File: config.mk
export PLATFORM = sky130hd
export DESIGN_NAME = program_loader
export DESIGN_NICKNAME = d
export VERILOG_FILES = /design/src/rtl/program_loader_pkg.sv /design/src/rtl/loader_word_assembler.sv /design/src/rtl/program_loader.sv
export SDC_FILE = /design/constraint.sdc
export NUM_CORES = 1
export LEC_CHECK = 0
export ABC_CLOCK_PERIOD_IN_PS = 5100
export CAP_MARGIN = 25
export CORE_ASPECT_RATIO = 1.25
export CORE_MARGIN = 10
export CORE_UTILIZATION = 41
export CTS_CLUSTER_DIAMETER = 40
export CTS_CLUSTER_SIZE = 16
export DETAILED_ROUTE_END_ITERATION = 12
export HOLD_SLACK_MARGIN = 0.12
export PLACE_DENSITY = 0.73
export SLEW_MARGIN = 15
export SYNTH_ARGS = -nofsm -noshare
export SYNTH_HDL_FRONTEND = slang
export SYNTH_SLANG_ARGS = --single-unit
export TNS_END_PERCENT = 30
File: constraint.sdc
create_clock -name clk -period 5.1 [get_ports clk]
set_input_delay 0.51 -clock clk [delete_from_list [all_inputs] [get_ports clk]]
set_output_delay 0.51 -clock clk [all_outputs]
set_load 0.01 [all_outputs]
File: src/rtl/program_loader_pkg.sv
// Shared definitions for the program loader: FSM state encoding,
// byte-lane indices and word geometry.
package program_loader_pkg;

    typedef enum logic [2:0] {
        IDLE   = 3'd0,
        LEN_LO = 3'd1,
        LEN_HI = 3'd2,
        DATA   = 3'd3,
        CHECK  = 3'd4,
        DONE   = 3'd5,
        ERROR  = 3'd6
    } loader_state_t;

    localparam int WORD_BYTES = 4;

    localparam logic [1:0] LANE_0 = 2'd0;
    localparam logic [1:0] LANE_1 = 2'd1;
    localparam logic [1:0] LANE_2 = 2'd2;
    localparam logic [1:0] LANE_3 = 2'd3;

endpackage

File: src/rtl/loader_word_assembler.sv
// Datapath of the loader: collects payload bytes into little-endian words,
// keeps the running XOR checksum, counts words and issues one write strobe
// the cycle after each word's fourth byte.
module loader_word_assembler
    import program_loader_pkg::*;
(
    input  logic        clk,
    input  logic        reset,
    input  logic        clear,
    input  logic        byte_en,
    input  logic [7:0]  byte_data,
    output logic        word_complete,
    output logic [7:0]  checksum,
    output logic [15:0] word_count,
    output logic        mem_write,
    output logic [31:0] wr_address,
    output logic [31:0] wr_data
);

    logic [1:0]  lane_reg;
    logic [7:0]  lane_byte_reg [0:WORD_BYTES-2];
    logic [7:0]  checksum_reg;
    logic [15:0] word_count_reg;
    logic        mem_write_reg;
    logic [31:0] wr_address_reg;
    logic [31:0] wr_data_reg;

    // The fourth byte goes straight into the write word, so only lanes 0..2 are stored.
    assign word_complete = byte_en && (lane_reg == LANE_3);

    // Lane counter and running checksum; both restart when a new frame begins.
    always_ff @(posedge clk or posedge reset) begin
        if (reset) begin
            lane_reg     <= LANE_0;
            checksum_reg <= 8'd0;
        end else if (clear) begin
            lane_reg     <= LANE_0;
            checksum_reg <= 8'd0;
        end else if (byte_en) begin
            lane_reg     <= lane_reg + 2'd1;
            checksum_reg <= checksum_reg ^ byte_data;
        end
    end

    // One holding register per lower byte lane, loaded when its lane is current.
    for (genvar gi = 0; gi < WORD_BYTES - 1; gi++) begin : g_lane
        // Capture the byte arriving on lane gi.
        always_ff @(posedge clk or posedge reset) begin
            if (reset) begin
                lane_byte_reg[gi] <= 8'd0;
            end else if (byte_en && (lane_reg == 2'(gi))) begin
                lane_byte_reg[gi] <= byte_data;
            end
        end
    end

    // Write strobe, address/data and word counter all update on the edge that takes the 4th byte.
    always_ff @(posedge clk or posedge reset) begin
        if (reset) begin
            mem_write_reg  <= 1'b0;
            wr_address_reg <= 32'd0;
            wr_data_reg    <= 32'd0;
            word_count_reg <= 16'd0;
        end else begin
            mem_write_reg <= word_complete;
            if (clear) begin
                word_count_reg <= 16'd0;
            end else if (word_complete) begin
                wr_address_reg <= {14'd0, word_count_reg, 2'b00};
                wr_data_reg    <= {byte_data, lane_byte_reg[2], lane_byte_reg[1], lane_byte_reg[0]};
                word_count_reg <= word_count_reg + 16'd1;
            end
        end
    end

    assign checksum   = checksum_reg;
    assign word_count = word_count_reg;
    assign mem_write  = mem_write_reg;
    assign wr_address = wr_address_reg;
    assign wr_data    = wr_data_reg;

endmodule

File: src/rtl/program_loader.sv
// Program memory writer: parses a length/payload/checksum frame from the host
// byte link, writes the payload words from address 0 and keeps the core in
// reset until a frame has loaded with a matching checksum.
module program_loader
    import program_loader_pkg::*;
#(
    parameter int PROGRAM_MEMORY_DEPTH = 64,
    parameter int CNT_WIDTH = $clog2(PROGRAM_MEMORY_DEPTH) + 1
) (
    input  logic                 clk,
    input  logic                 reset,
    input  logic                 Start_i,
    input  logic [7:0]           Byte_Data_i,
    input  logic                 Byte_Valid_i,
    output logic                 Byte_Ready_o,
    output logic                 Mem_Write_o,
    output logic [31:0]          Wr_Address_o,
    output logic [31:0]          Wr_Data_o,
    output logic                 Core_Reset_o,
    output logic                 Busy_o,
    output logic                 Done_o,
    output logic                 Error_o,
    output logic [CNT_WIDTH-1:0] Words_Loaded_o
);

    loader_state_t state_reg, state_next;
    logic [15:0]   len_reg;
    logic [15:0]   len_full;
    logic          byte_fire;
    logic          start_accept;
    logic          payload_en;
    logic          word_complete;
    logic          last_word;
    logic [7:0]    checksum;
    logic [15:0]   word_count;
    logic          ready_reg, busy_reg, done_reg, error_reg, core_reset_reg;

    assign byte_fire    = Byte_Valid_i && ready_reg;
    assign start_accept = Start_i && (state_reg == IDLE || state_reg == DONE || state_reg == ERROR);
    assign payload_en   = byte_fire && (state_reg == DATA);
    assign len_full     = {Byte_Data_i, len_reg[7:0]};
    // word_count equals the index of the word being completed; len_reg is nonzero in DATA.
    assign last_word    = word_complete && (word_count == len_reg - 16'd1);

    loader_word_assembler u_assembler (
        .clk           (clk),
        .reset         (reset),
        .clear         (start_accept),
        .byte_en       (payload_en),
        .byte_data     (Byte_Data_i),
        .word_complete (word_complete),
        .checksum      (checksum),
        .word_count    (word_count),
        .mem_write     (Mem_Write_o),
        .wr_address    (Wr_Address_o),
        .wr_data       (Wr_Data_o)
    );

    // State register.
    always_ff @(posedge clk or posedge reset) begin
        if (reset) begin
            state_reg <= IDLE;
        end else begin
            state_reg <= state_next;
        end
    end

    // Frame sequencing: length, payload, checksum, then a sticky result state.
    always_comb begin
        state_next = state_reg;
        case (state_reg)
            IDLE, DONE, ERROR: if (Start_i) state_next = LEN_LO;
            LEN_LO:            if (byte_fire) state_next = LEN_HI;
            LEN_HI: begin
                if (byte_fire) begin
                    if (len_full > 16'(PROGRAM_MEMORY_DEPTH)) state_next = ERROR;
                    else if (len_full == 16'd0)              state_next = CHECK;
                    else                                     state_next = DATA;
                end
            end
            DATA:              if (last_word) state_next = CHECK;
            CHECK: begin
                if (byte_fire) state_next = (Byte_Data_i == checksum) ? DONE : ERROR;
            end
            default:           state_next = IDLE;
        endcase
    end

    // Word count N, captured one byte at a time.
    always_ff @(posedge clk or posedge reset) begin
        if (reset) begin
            len_reg <= 16'd0;
        end else if (byte_fire && state_reg == LEN_LO) begin
            len_reg[7:0] <= Byte_Data_i;
        end else if (byte_fire && state_reg == LEN_HI) begin
            len_reg[15:8] <= Byte_Data_i;
        end
    end

    // Status outputs registered from the next state so they track state_reg exactly.
    always_ff @(posedge clk or posedge reset) begin
        if (reset) begin
            ready_reg      <= 1'b0;
            busy_reg       <= 1'b0;
            done_reg       <= 1'b0;
            error_reg      <= 1'b0;
            core_reset_reg <= 1'b1;
        end else begin
            ready_reg      <= (state_next inside {LEN_LO, LEN_HI, DATA, CHECK});
            busy_reg       <= (state_next inside {LEN_LO, LEN_HI, DATA, CHECK});
            done_reg       <= (state_next == DONE);
            error_reg      <= (state_next == ERROR);
            core_reset_reg <= (state_next != DONE);
        end
    end

    assign Byte_Ready_o   = ready_reg;
    assign Busy_o         = busy_reg;
    assign Done_o         = done_reg;
    assign Error_o        = error_reg;
    assign Core_Reset_o   = core_reset_reg;
    assign Words_Loaded_o = word_count[CNT_WIDTH-1:0];

endmodule

==> run summary, run 1 <==
* 0 — number of synthesized flops with an enable pin
* 0.0139 sq mm — core area
* 0.420 — starting density of the core
* 0 — Finish-stage setup viols
* 819 — Placed Cells
* 9.63 sq um — average instance area after synthesis
* 0 — post_cts resized
* 0.00305 sq mm — register area
* no — setup repair after global routing missed its margin
* 2 — Max clock buf depth
* 0 — remaining antenna violation count after routing
* 1.10 mW — net switching power
* 5 — number of optimization iterations in the first detailed-route pass
* 0 — # Post-CTS Setup Buffers
* 0 — antenna diode count
* 0.516 — core occupancy in the finished layout
* nand2_1 — most instantiated library cell after synthesis
* 0.78 ns — worst stage delay on the critical path
* 0.0195 sq mm — total die area
* 0.270 — portion of total power attributed to combinational logic
* 72 — total of buffers placed on input and output ports
* flop to flop — worst min-delay path category
* 0.06 ns — Worst-path clk slew
* 23800 microns — wire length of the first global-routing pass
* 0.348 — worst slew margin relative to its limit
* 1 — WP buf/inv
* simple AND/OR/NAND/NOR gates — family of cells with the greatest summed delay on the critical path
* 0.41 ns — clock latency at the later pin of the worst-skew pair
* 0 — overflow left after global routing
* 154 microns — die outline height
* 0 — Slew Limit Fails
* 89 — I/O pin total
* 122 — number of sinks handled by clock tree synthesis
* primary input to flop — category of the most critical setup path
* 0.974 ns — pin slew with the least headroom to its limit
* 682 — layout net count
* 0.517 — fraction of synthesized cell area taken by the top area cell type
* 499 mW/mm^2 — power density relative to cell area
* 0.652 — post-route clock period utilization
* 48 — row cnt
* 122 — count of state elements after synthesis
* 127 microns — die extent in x
* 0.522 — sequential share of the synthesized area
* 0.406 — share of power burned in registers
* 0.149 — global-route usage over all layers
* 1292 — Fill cells
* 0 — total number of yosys warnings
* 174 uV — Max rail drop VDD
* 0.124 — proportion of layout cells with a drive suffix above 1
* dfrtp_1 — predominant post-synthesis flop cell
* 4 — H-tree depth reported by CTS
* 0 — # Max-Cap Violations
* 5.38 ns — required time worst endpoint
* 14200 microns — aggregate routed wire length
* dfrtp_1, nand2_1, mux2_2 — ranking of synthesized cells by area
* 0.324 — Clk pwr share
* dfrtp_1 — cell taking the most area after synthesis
* 0.00586 sq mm — Synth Cell Area
* flop — critical path capture point type
* primary input — Critical Path Start Type
* 4339 — overall via count from detail_route
* 0.301 GHz — FMAX
* 32 — flip-flop count of the largest register, all copies and words added
* nor2_1 — Slowest cell on crit path
* 851 — post-layout instance count excluding filler cells
* 0 — antenna violations before repair
* 17 — CTS Buf Count
* clkdlybuf4s50_1 > nand2_1 > nor2_1 > nand2_2 > nor3_1 > nand4_1 > nand3b_1 > o21ai_0 — Critical Path, Cell by Cell
* built — CTS tree
* 0 — number of hold buffers added after CTS
* 0.00249 sq mm — area of combinational cells with multiple inputs
* 0.00724 ns — worst setup skew after layout
* 0.308 — switching part of the total power
* 22.7% — area added between synthesis and finish
* 4517 — number of global-route vias before repair
* 2.48 mW — Power Internal
* 3.34 nW — total leakage power
* 3.58 mW — Total Power
* completed — status
* 3.61 ns — data arrival time at the worst-slack endpoint
* 1.00 — Async SR Flop Fraction
* 16.7 microns — routed len/inst
* nand2_1, dfrtp_1, mux2_2 — commonest cells in the netlist
* clkbuf_16 — Root Buffer
* 84 — pin count of the biggest net entering global routing
* 0 ns — Fin Setup TNS
* 608 — gate count of the mapped netlist
* 3.32 ns — minimum period implied by the final worst setup slack
* 27 — Max FO, Critical Path
* 5.10 — via-per-instance ratio
* 234 — initial detailed-routing violation count
* 0 — remaining routing DRC violations
* 0.894 — final weighted congestion of routability-driven global placement
* 0 — final hold violation count
* 50 — Yosys cell types
* 10100 microns — post-detailed-placement half-perimeter wirelength
[cell families after synthesis]
family,Yosys count,share of synthesized area
DFF,122,0.522
buffers and inverters,71,0.0626
adders and majority gates,6,0.0128
and+or+nand+nor,272,0.208
xor gates and xnor gates,44,0.0658
AOI/OAI and AO/OA,53,0.0538
other,1,0.000640
muxes,39,0.0744
[cell usage in the layout (no fill, tap or decap), types with 4 or more instances in the layout]
master,n
dfrtp_1,121
and3_1,4
nor2_1,32
nand3_1,14
clkinv_4,6
inv_1,12
conb_1,16
clkdlybuf4s50_1,72
nand4_1,10
nor2b_1,4
nor3_1,7
a21oi_1,8
nand3b_1,7
nand2_1,171
mux2_2,36
clkbuf_16,17
nand2b_1,4
ha_1,6
xnor2_1,21
o21ai_0,29
buf_4,6
xor2_1,23
[layout make-up]
| cell class | count | area share |
|---|---|---|
| multi-input combinational | 430 | 0.347 |
| sequential | 122 | 0.425 |
| tap | 175 | 0.0305 |
| clock inverter | 13 | 0.0207 |
| timing repair buffer | 79 | 0.109 |
| clock buffer | 18 | 0.0597 |
| inverter | 14 | 0.00766 |
[metrics by stage]
stage | cell area, sq um | hold slack [ns] | setup WS [ns]
floorplan | 5910 | 0.433 | 1.35
finish | 7190 | 0.467 | 1.78
global placement | 6590 | 0.444 | 1.49
CTS | 7170 | 0.467 | 1.84
detailed placement | 6590 | 0.456 | 1.40
global route | 7190 | 0.498 | 1.50
[power by group through the flow]
stage                     Clock [mW]  Combinational [mW]  Sequential (mW)
after floorplan                    0               0.525             1.48
after global placement             0               0.950             1.46
after detailed placement           0               0.979             1.47
after CTS                       1.19               0.985             1.46
after global routing            1.23                1.08             1.49
final                           1.16               0.967             1.46
[routing by layer]
layer	up-vias	global-route usage	share of wire
li1	2071	-	-
met1	2138	0.173	0.41
met2	109	0.253	0.52
met3	21	0.0454	0.058
met4	0	0.0532	0.018
met5	-	0	0
[worst paths after layout]
kind,from,to,slack (ns),cells after the start
worst min register to register,u_assembler.lane_byte_reg[11],u_assembler.wr_data[11],0.47,2
min in group asynchronous,reset,u_assembler.wr_data[11],0.50,2
worst min-delay path,u_assembler.lane_byte_reg[11],u_assembler.wr_data[11],0.47,2
worst max-delay path,Byte_Valid_i,u_assembler.word_count[11],1.78,8
worst max register to register,state_reg[2],u_assembler.word_count[11],1.80,7
max in group asynchronous,reset,u_assembler.word_count[10],3.67,3
[worst register-to-register path, stage by stage (launching register included)]
cell	delay, ns
dfrtp_1	0.50
nand3b_1	0.25
nor2_1	0.76
nand2_2	0.56
nor3_1	0.70
nand4_1	0.21
nand3b_1	0.11
o21ai_0	0.08
Note: power is estimated with default switching activity, not from simulation.
==> inputs of run 2 (changes only) <==
ABC_CLOCK_PERIOD_IN_PS = 2700   (was 5100)
PLACE_DENSITY = 0.76   (was 0.73)
clock period = 2.7 ns   (was 5.1 ns; I/O delays follow)
==> run summary, run 2 (synthesized netlist as in run 1, its figures left out) <==
* completed — status, unchanged
* 232 — initial detailed-routing violation count, was 234
* 2.42 ns — minimum period implied by the final worst setup slack
* 4466 — number of global-route vias before repair, was 4517
* 436 uV — Max rail drop VDD, was 174 uV
* 2.98 ns — required time worst endpoint, was 5.38 ns
* 0 — remaining antenna violation count after routing, unchanged
* 32 — flip-flop count of the largest register, all copies and words added, unchanged
* 2.70 ns — data arrival time at the worst-slack endpoint, was 3.61 ns
* clkbuf_16 — Root Buffer, unchanged
* 0.240 ns — Hold WS, was 0.467 ns
* dfrtp_1 — Slowest cell on crit path, was nor2_1
* 0 — remaining routing DRC violations, unchanged
* 0 — number of hold buffers added after CTS, unchanged
* 5 — Max FO, Critical Path, was 27
* 0.00729 sq mm — Final Instance Area, was 0.00719 sq mm
* 2 — Max clock buf depth, unchanged
* 0.00670 sq mm — total cell area at the placement stage, was 0.00659 sq mm
* 0 — # Post-CTS Setup Buffers, unchanged
* 0 — overflow left after global routing, unchanged
* 89 — I/O pin total, unchanged
* 0.138 — proportion of layout cells with a drive suffix above 1, was 0.124
* 48 — row cnt, unchanged
* 72 — total of buffers placed on input and output ports, unchanged
* 10400 microns — post-detailed-placement half-perimeter wirelength, was 10100 microns
* 4 — number of optimization iterations in the first detailed-route pass, was 5
* 0.420 — starting density of the core, unchanged
* 0.0195 sq mm — total die area, unchanged
* flop — Critical Path Start Type, was primary input
* 692 — layout net count, was 682
* 0.41 ns — worst stage delay on the critical path, was 0.78 ns
* 122 — number of sinks handled by clock tree synthesis, unchanged
* 0.592 — worst slew margin relative to its limit, was 0.348
* 3.40 nW — total leakage power, was 3.34 nW
* 4 — H-tree depth reported by CTS, unchanged
* 5.11 — via-per-instance ratio, was 5.10
* no — setup repair after global routing missed its margin, unchanged
* 0 — # Max-Cap Violations, unchanged
* inv_1 > ha_1 > or3b_1 > o31a_1 > a2111oi_2 > o21ai_1 > and4bb_1 > o21ai_0 — Critical Path, Cell by Cell, was clkdlybuf4s50_1 > nand2_1 > nor2_1 > nand2_2 > nor3_1 > nand4_1 > nand3b_1 > o21ai_0
* 0 — Finish-stage setup viols, unchanged
* 0 ns — Fin Setup TNS, unchanged
* 0.00982 ns — worst setup skew after layout, was 0.00724 ns
* 944 mW/mm^2 — power density relative to cell area, was 499 mW/mm^2
* nand2_1 — most common library cell in the layout ignoring fill and taps, unchanged
* 862 — post-layout instance count excluding filler cells, was 851
* 0 — final hold violation count, unchanged
* 48 — pin count of the biggest net entering global routing, was 84
* 8 — depth of the worst register-to-register path, was 7
* 0.148 — global-route usage over all layers, was 0.149
* 154 microns — die outline height, unchanged
* 24.6% — area added between synthesis and finish, was 22.7%
* nand2_1, dfrtp_1, clkdlybuf4s50_1 — most used cells in the layout excluding fill and tap cells, unchanged
* 830 — Placed Cells, was 819
* 127 microns — die extent in x, unchanged
* primary input to asynchronous set/reset pin — worst min-delay path category, was flop to flop
* 0.42 ns — clock latency at the later pin of the worst-skew pair, was 0.41 ns
* flop — critical path capture point type, unchanged
* 0 — Slew Limit Fails, unchanged
* 0.06 ns — Worst-path clk slew, about the same
* 0.413 GHz — FMAX
* 0.879 — final weighted congestion of routability-driven global placement, was 0.894
* 0.0139 sq mm — core area, unchanged
* 17 — CTS Buf Count, unchanged
* 4403 — overall via count from detail_route, was 4339
* 0 — antenna diode count, unchanged
* 14600 microns — aggregate routed wire length, was 14200 microns
* 23400 microns — wire length of the first global-routing pass, was 23800 microns
* 0 — post_cts resized, unchanged
* 6.89 mW — Total Power, was 3.58 mW
* built — CTS tree, unchanged
* 0.610 ns — pin slew with the least headroom to its limit, was 0.974 ns
* 0.898 — post-route clock period utilization
* 16.9 microns — routed len/inst, was 16.7 microns
* flop to flop — category of the most critical setup path, was primary input to flop
* 0 — antenna violations before repair, unchanged
## run 2: changes by cell type in the layout (fill, tap and decap cells not counted), sizes merged
| cell | before | now |
|---|---|---|
| buf | 7 | 17 |
| clkinvlp | 3 | 4 |
| clkinv | 7 | 5 |
| clkbuf | 18 | 20 |
## run 2: metal layers
| layer | vias up | track usage | part of all wire |
|---|---|---|---|
| li1 | 2089 | - | - |
| met1 | 2175 | 0.164 | 0.40 |
| met4 | 0 | 0.0608 | 0.021 |
| met3 | 28 | 0.0461 | 0.057 |
| met5 | - | 0 | 0 |
| met2 | 111 | 0.256 | 0.52 |
## run 2: per-stage QoR
step / setup WS (ns) / utilization
after global routing: 0.114 / 0.523
after floorplan: 0.487 / -
after detailed placement: 0.298 / 0.481
final: 0.277 / 0.523
after CTS: 0.285 / 0.523
after global placement: 0.384 / 0.481
## run 2: critical path, delay by kind of cell (launching register included)
kind / cells / cell delay [ns]
buffers and inverters: 1 / 0.09
flip-flops: 1 / 0.41
adder cells (fa/ha/maj): 1 / 0.23
AND/OR/NAND/NOR: 2 / 0.70
AO/OA/AOI/OAI: 4 / 0.86
## run 2: final cells by class
cell class	instances	area [sq um]
tap	175	219
multi-input combinational	430	2490
clock inverter	12	140
inverter	14	56.3
sequential	122	3050
clock buffer	20	457
fill	1286	6640
timing repair buffer	89	873
## run 2: path summary, 6_finish.rpt
check                                              from                         to  slack [ns]
max in group asynchronous                         reset  u_assembler.word_count[5]        1.86
setup reg to reg                             len_reg[0]               state_reg[1]        0.28
setup / recovery                             len_reg[0]               state_reg[1]        0.28
hold reg to reg            u_assembler.lane_byte_reg[7]    u_assembler.wr_data[23]        0.47
hold / removal                                    reset                     Done_o        0.24
min in group clk           u_assembler.lane_byte_reg[7]    u_assembler.wr_data[23]        0.47
## run 2: where the power goes
group / internal [mW] / switching (mW) / total, mW
clock network: 1.41 / 0.838 / 2.25
logic: 0.971 / 0.898 / 1.87
registers: 2.38 / 0.391 / 2.77
total: 4.76 / 2.13 / 6.89
==> inputs of run 3 (changes only) <==
GPL_ROUTABILITY_DRIVEN = 0   (was not set)
PLACE_DENSITY = not set   (was 0.76)
PLACE_DENSITY_LB_ADDON = 0.25   (was not set)
TNS_END_PERCENT = not set   (was 30)
==> run summary, run 3 (synthesized netlist as in run 1, its figures left out) <==
* flop to flop — category of the most critical setup path, unchanged
* 4 — H-tree depth reported by CTS, unchanged
* 0 — final hold violation count, unchanged
* 0.06 ns — Worst-path clk slew, about the same
* 0 — Finish-stage setup viols, unchanged
* 0.00734 sq mm — Final Instance Area, was 0.00729 sq mm
* 0.174 — met1 usage, was 0.164
* 0.0139 sq mm — core area, unchanged
* 89 — I/O pin total, unchanged
* 0.416 GHz — FMAX, was 0.413 GHz
* 0.42 ns — worst stage delay on the critical path, was 0.41 ns
* 0.00764 ns — worst setup skew after layout, was 0.00982 ns
* 0 ns — Fin Setup TNS, unchanged
* primary input to asynchronous set/reset pin — worst min-delay path category, unchanged
* met2 — most congested layer reported by global routing, unchanged
* 0 — overflow left after global routing, unchanged
* 0 — # Max-Cap Violations, unchanged
* 4 — number of optimization iterations in the first detailed-route pass, unchanged
* 0 — # Post-CTS Setup Buffers, unchanged
* flop — critical path capture point type, unchanged
* 0 — post_cts resized, unchanged
* 938 mW/mm^2 — power density relative to cell area, was 944 mW/mm^2
* 0.259 — global routing usage on met2, was 0.256
* 0.30 ns — R2R setup slack, was 0.28 ns
* clkbuf_16 — Root Buffer, unchanged
* 10600 microns — post-detailed-placement half-perimeter wirelength, was 10400 microns
* 16.7 microns — routed len/inst, was 16.9 microns
* 32 — flip-flop count of the largest register, all copies and words added, unchanged
* nand2_1, dfrtp_1, clkdlybuf4s50_1 — most used cells in the layout excluding fill and tap cells, unchanged
* 0 — antenna violations before repair, unchanged
* 0.527 — core occupancy in the finished layout, was 0.523
* no — setup repair after global routing missed its margin, unchanged
* dfrtp_1 — Slowest cell on crit path, unchanged
* 698 — layout net count, was 692
* 0.00674 sq mm — total cell area at the placement stage, was 0.00670 sq mm
* 185 — initial detailed-routing violation count, was 232
* 5 — Max FO, Critical Path, unchanged
* state_reg[2] — endpoint of the worst register-to-register path, was state_reg[1]
* 17 — CTS Buf Count, unchanged
* 122 — number of sinks handled by clock tree synthesis, unchanged
* 6.89 mW — Total Power, about the same
* 2.99 ns — required time worst endpoint, was 2.98 ns
* 14500 microns — aggregate routed wire length, was 14600 microns
* 0 — remaining antenna violation count after routing, unchanged
* 0.890 — post-route clock period utilization, was 0.898
* 127 microns — die extent in x, unchanged
* inv_1 > ha_1 > nor3b_1 > buf_4 > and2_2 > nand2_1 > xnor2_1 > o2111ai_1 > and4bb_1 > or2_1 — Critical Path, Cell by Cell, was inv_1 > ha_1 > or3b_1 > o31a_1 > a2111oi_2 > o21ai_1 > and4bb_1 > o21ai_0
* len_reg[0] — critical register-to-register path startpoint, unchanged
* nand2_1 — most common library cell in the layout ignoring fill and taps, unchanged
* 0.420 — starting density of the core, unchanged
* 836 — Placed Cells, was 830
* built — CTS tree, unchanged
* 0.300 ns — Hold WS, was 0.240 ns
* 5.09 — via-per-instance ratio, was 5.11
* 0.662 ns — pin slew with the least headroom to its limit, was 0.610 ns
* 72 — total of buffers placed on input and output ports, unchanged
* 2.40 ns — minimum period implied by the final worst setup slack, was 2.42 ns
* 867 — post-layout instance count excluding filler cells, was 862
* 154 microns — die outline height, unchanged
* 0.155 — global-route usage over all layers, was 0.148
* 0.558 — worst slew margin relative to its limit, was 0.592
* 2.69 ns — data arrival time at the worst-slack endpoint, was 2.70 ns
* 0.298 ns — dpl ws, about the same
* 0.0526 — global-route track usage on met3, was 0.0461
* 0.142 — proportion of layout cells with a drive suffix above 1, was 0.138
* 10 — depth of the worst register-to-register path, was 8
* 0 — antenna diode count, unchanged
* 0.0195 sq mm — total die area, unchanged
* 3.43 nW — total leakage power, was 3.40 nW
* 0.298 ns — Final WS setup, was 0.277 ns
* 25.4% — area added between synthesis and finish, was 24.6%
* 4410 — overall via count from detail_route, was 4403
* 593 uV — Max rail drop VDD, was 436 uV
* 24500 microns — wire length of the first global-routing pass, was 23400 microns
* 0 — number of hold buffers added after CTS, unchanged
* 0 — remaining routing DRC violations, unchanged
* 0.41 ns — clock latency at the later pin of the worst-skew pair, was 0.42 ns
* 48 — row cnt, unchanged
* 39 — pin count of the biggest net entering global routing, was 48
* 0 — Slew Limit Fails, unchanged
* 2 — Max clock buf depth, unchanged
* 4755 — number of global-route vias before repair, was 4466
* flop — Critical Path Start Type, unchanged
* completed — status, unchanged
-- run 3: changes by cell type in the layout (fill, tap and decap cells not counted), sizes merged --
cell,previous run,this run
buf,17,23
clkbuf,20,25
inv,15,12
clkinv,5,3
clkinvlp,4,3
-- run 3: power breakdown --
part | leakage (nW) | switching (mW) | internal, mW
clock network | 0.291 | 0.783 | 1.50
registers | 1.52 | 0.380 | 2.38
logic | 1.62 | 0.871 | 0.982
total | 3.43 | 2.03 | 4.86
-- run 3: metal layers --
layer | share of wire | vias to the layer above
met5 | 0 | -
met4 | 0.029 | 0
met3 | 0.062 | 31
met2 | 0.50 | 114
met1 | 0.41 | 2155
li1 | - | 2110
-- run 3: worst max-delay path by stage --
stage          startpoint      endpoint  slack (ns)  depth (start not counted)
2_1_floorplan  len_reg[0]  state_reg[2]        0.49                          9
4_1_cts        len_reg[0]  state_reg[2]        0.29                         10
5_1_grt        len_reg[0]  state_reg[2]        0.09                         10
3_5_place_dp   len_reg[0]  state_reg[2]        0.30                         10
6_report       len_reg[0]  state_reg[2]        0.30                         10
3_3_place_gp   len_reg[0]  state_reg[2]        0.31                         10
-- run 3: layout make-up --
type | count | area (sq um)
fillers | 1276 | 6590
flip-flops and latches | 122 | 3050
multi-input cells | 430 | 2490
repair buffers | 95 | 918
clock buffers | 25 | 515
well taps | 175 | 219
clock inverters | 6 | 85.1
inverters | 14 | 56.3
-- run 3: worst max-delay path, delay by kind of cell (launching register included) --
kind,cells,cell delay (ns)
AND/OR/NAND/NOR,5,1.03
flip-flops,1,0.42
buffers and inverters,2,0.29
adder cells (fa/ha/maj),1,0.22
AO/OA/AOI/OAI,1,0.20
XOR/XNOR,1,0.13
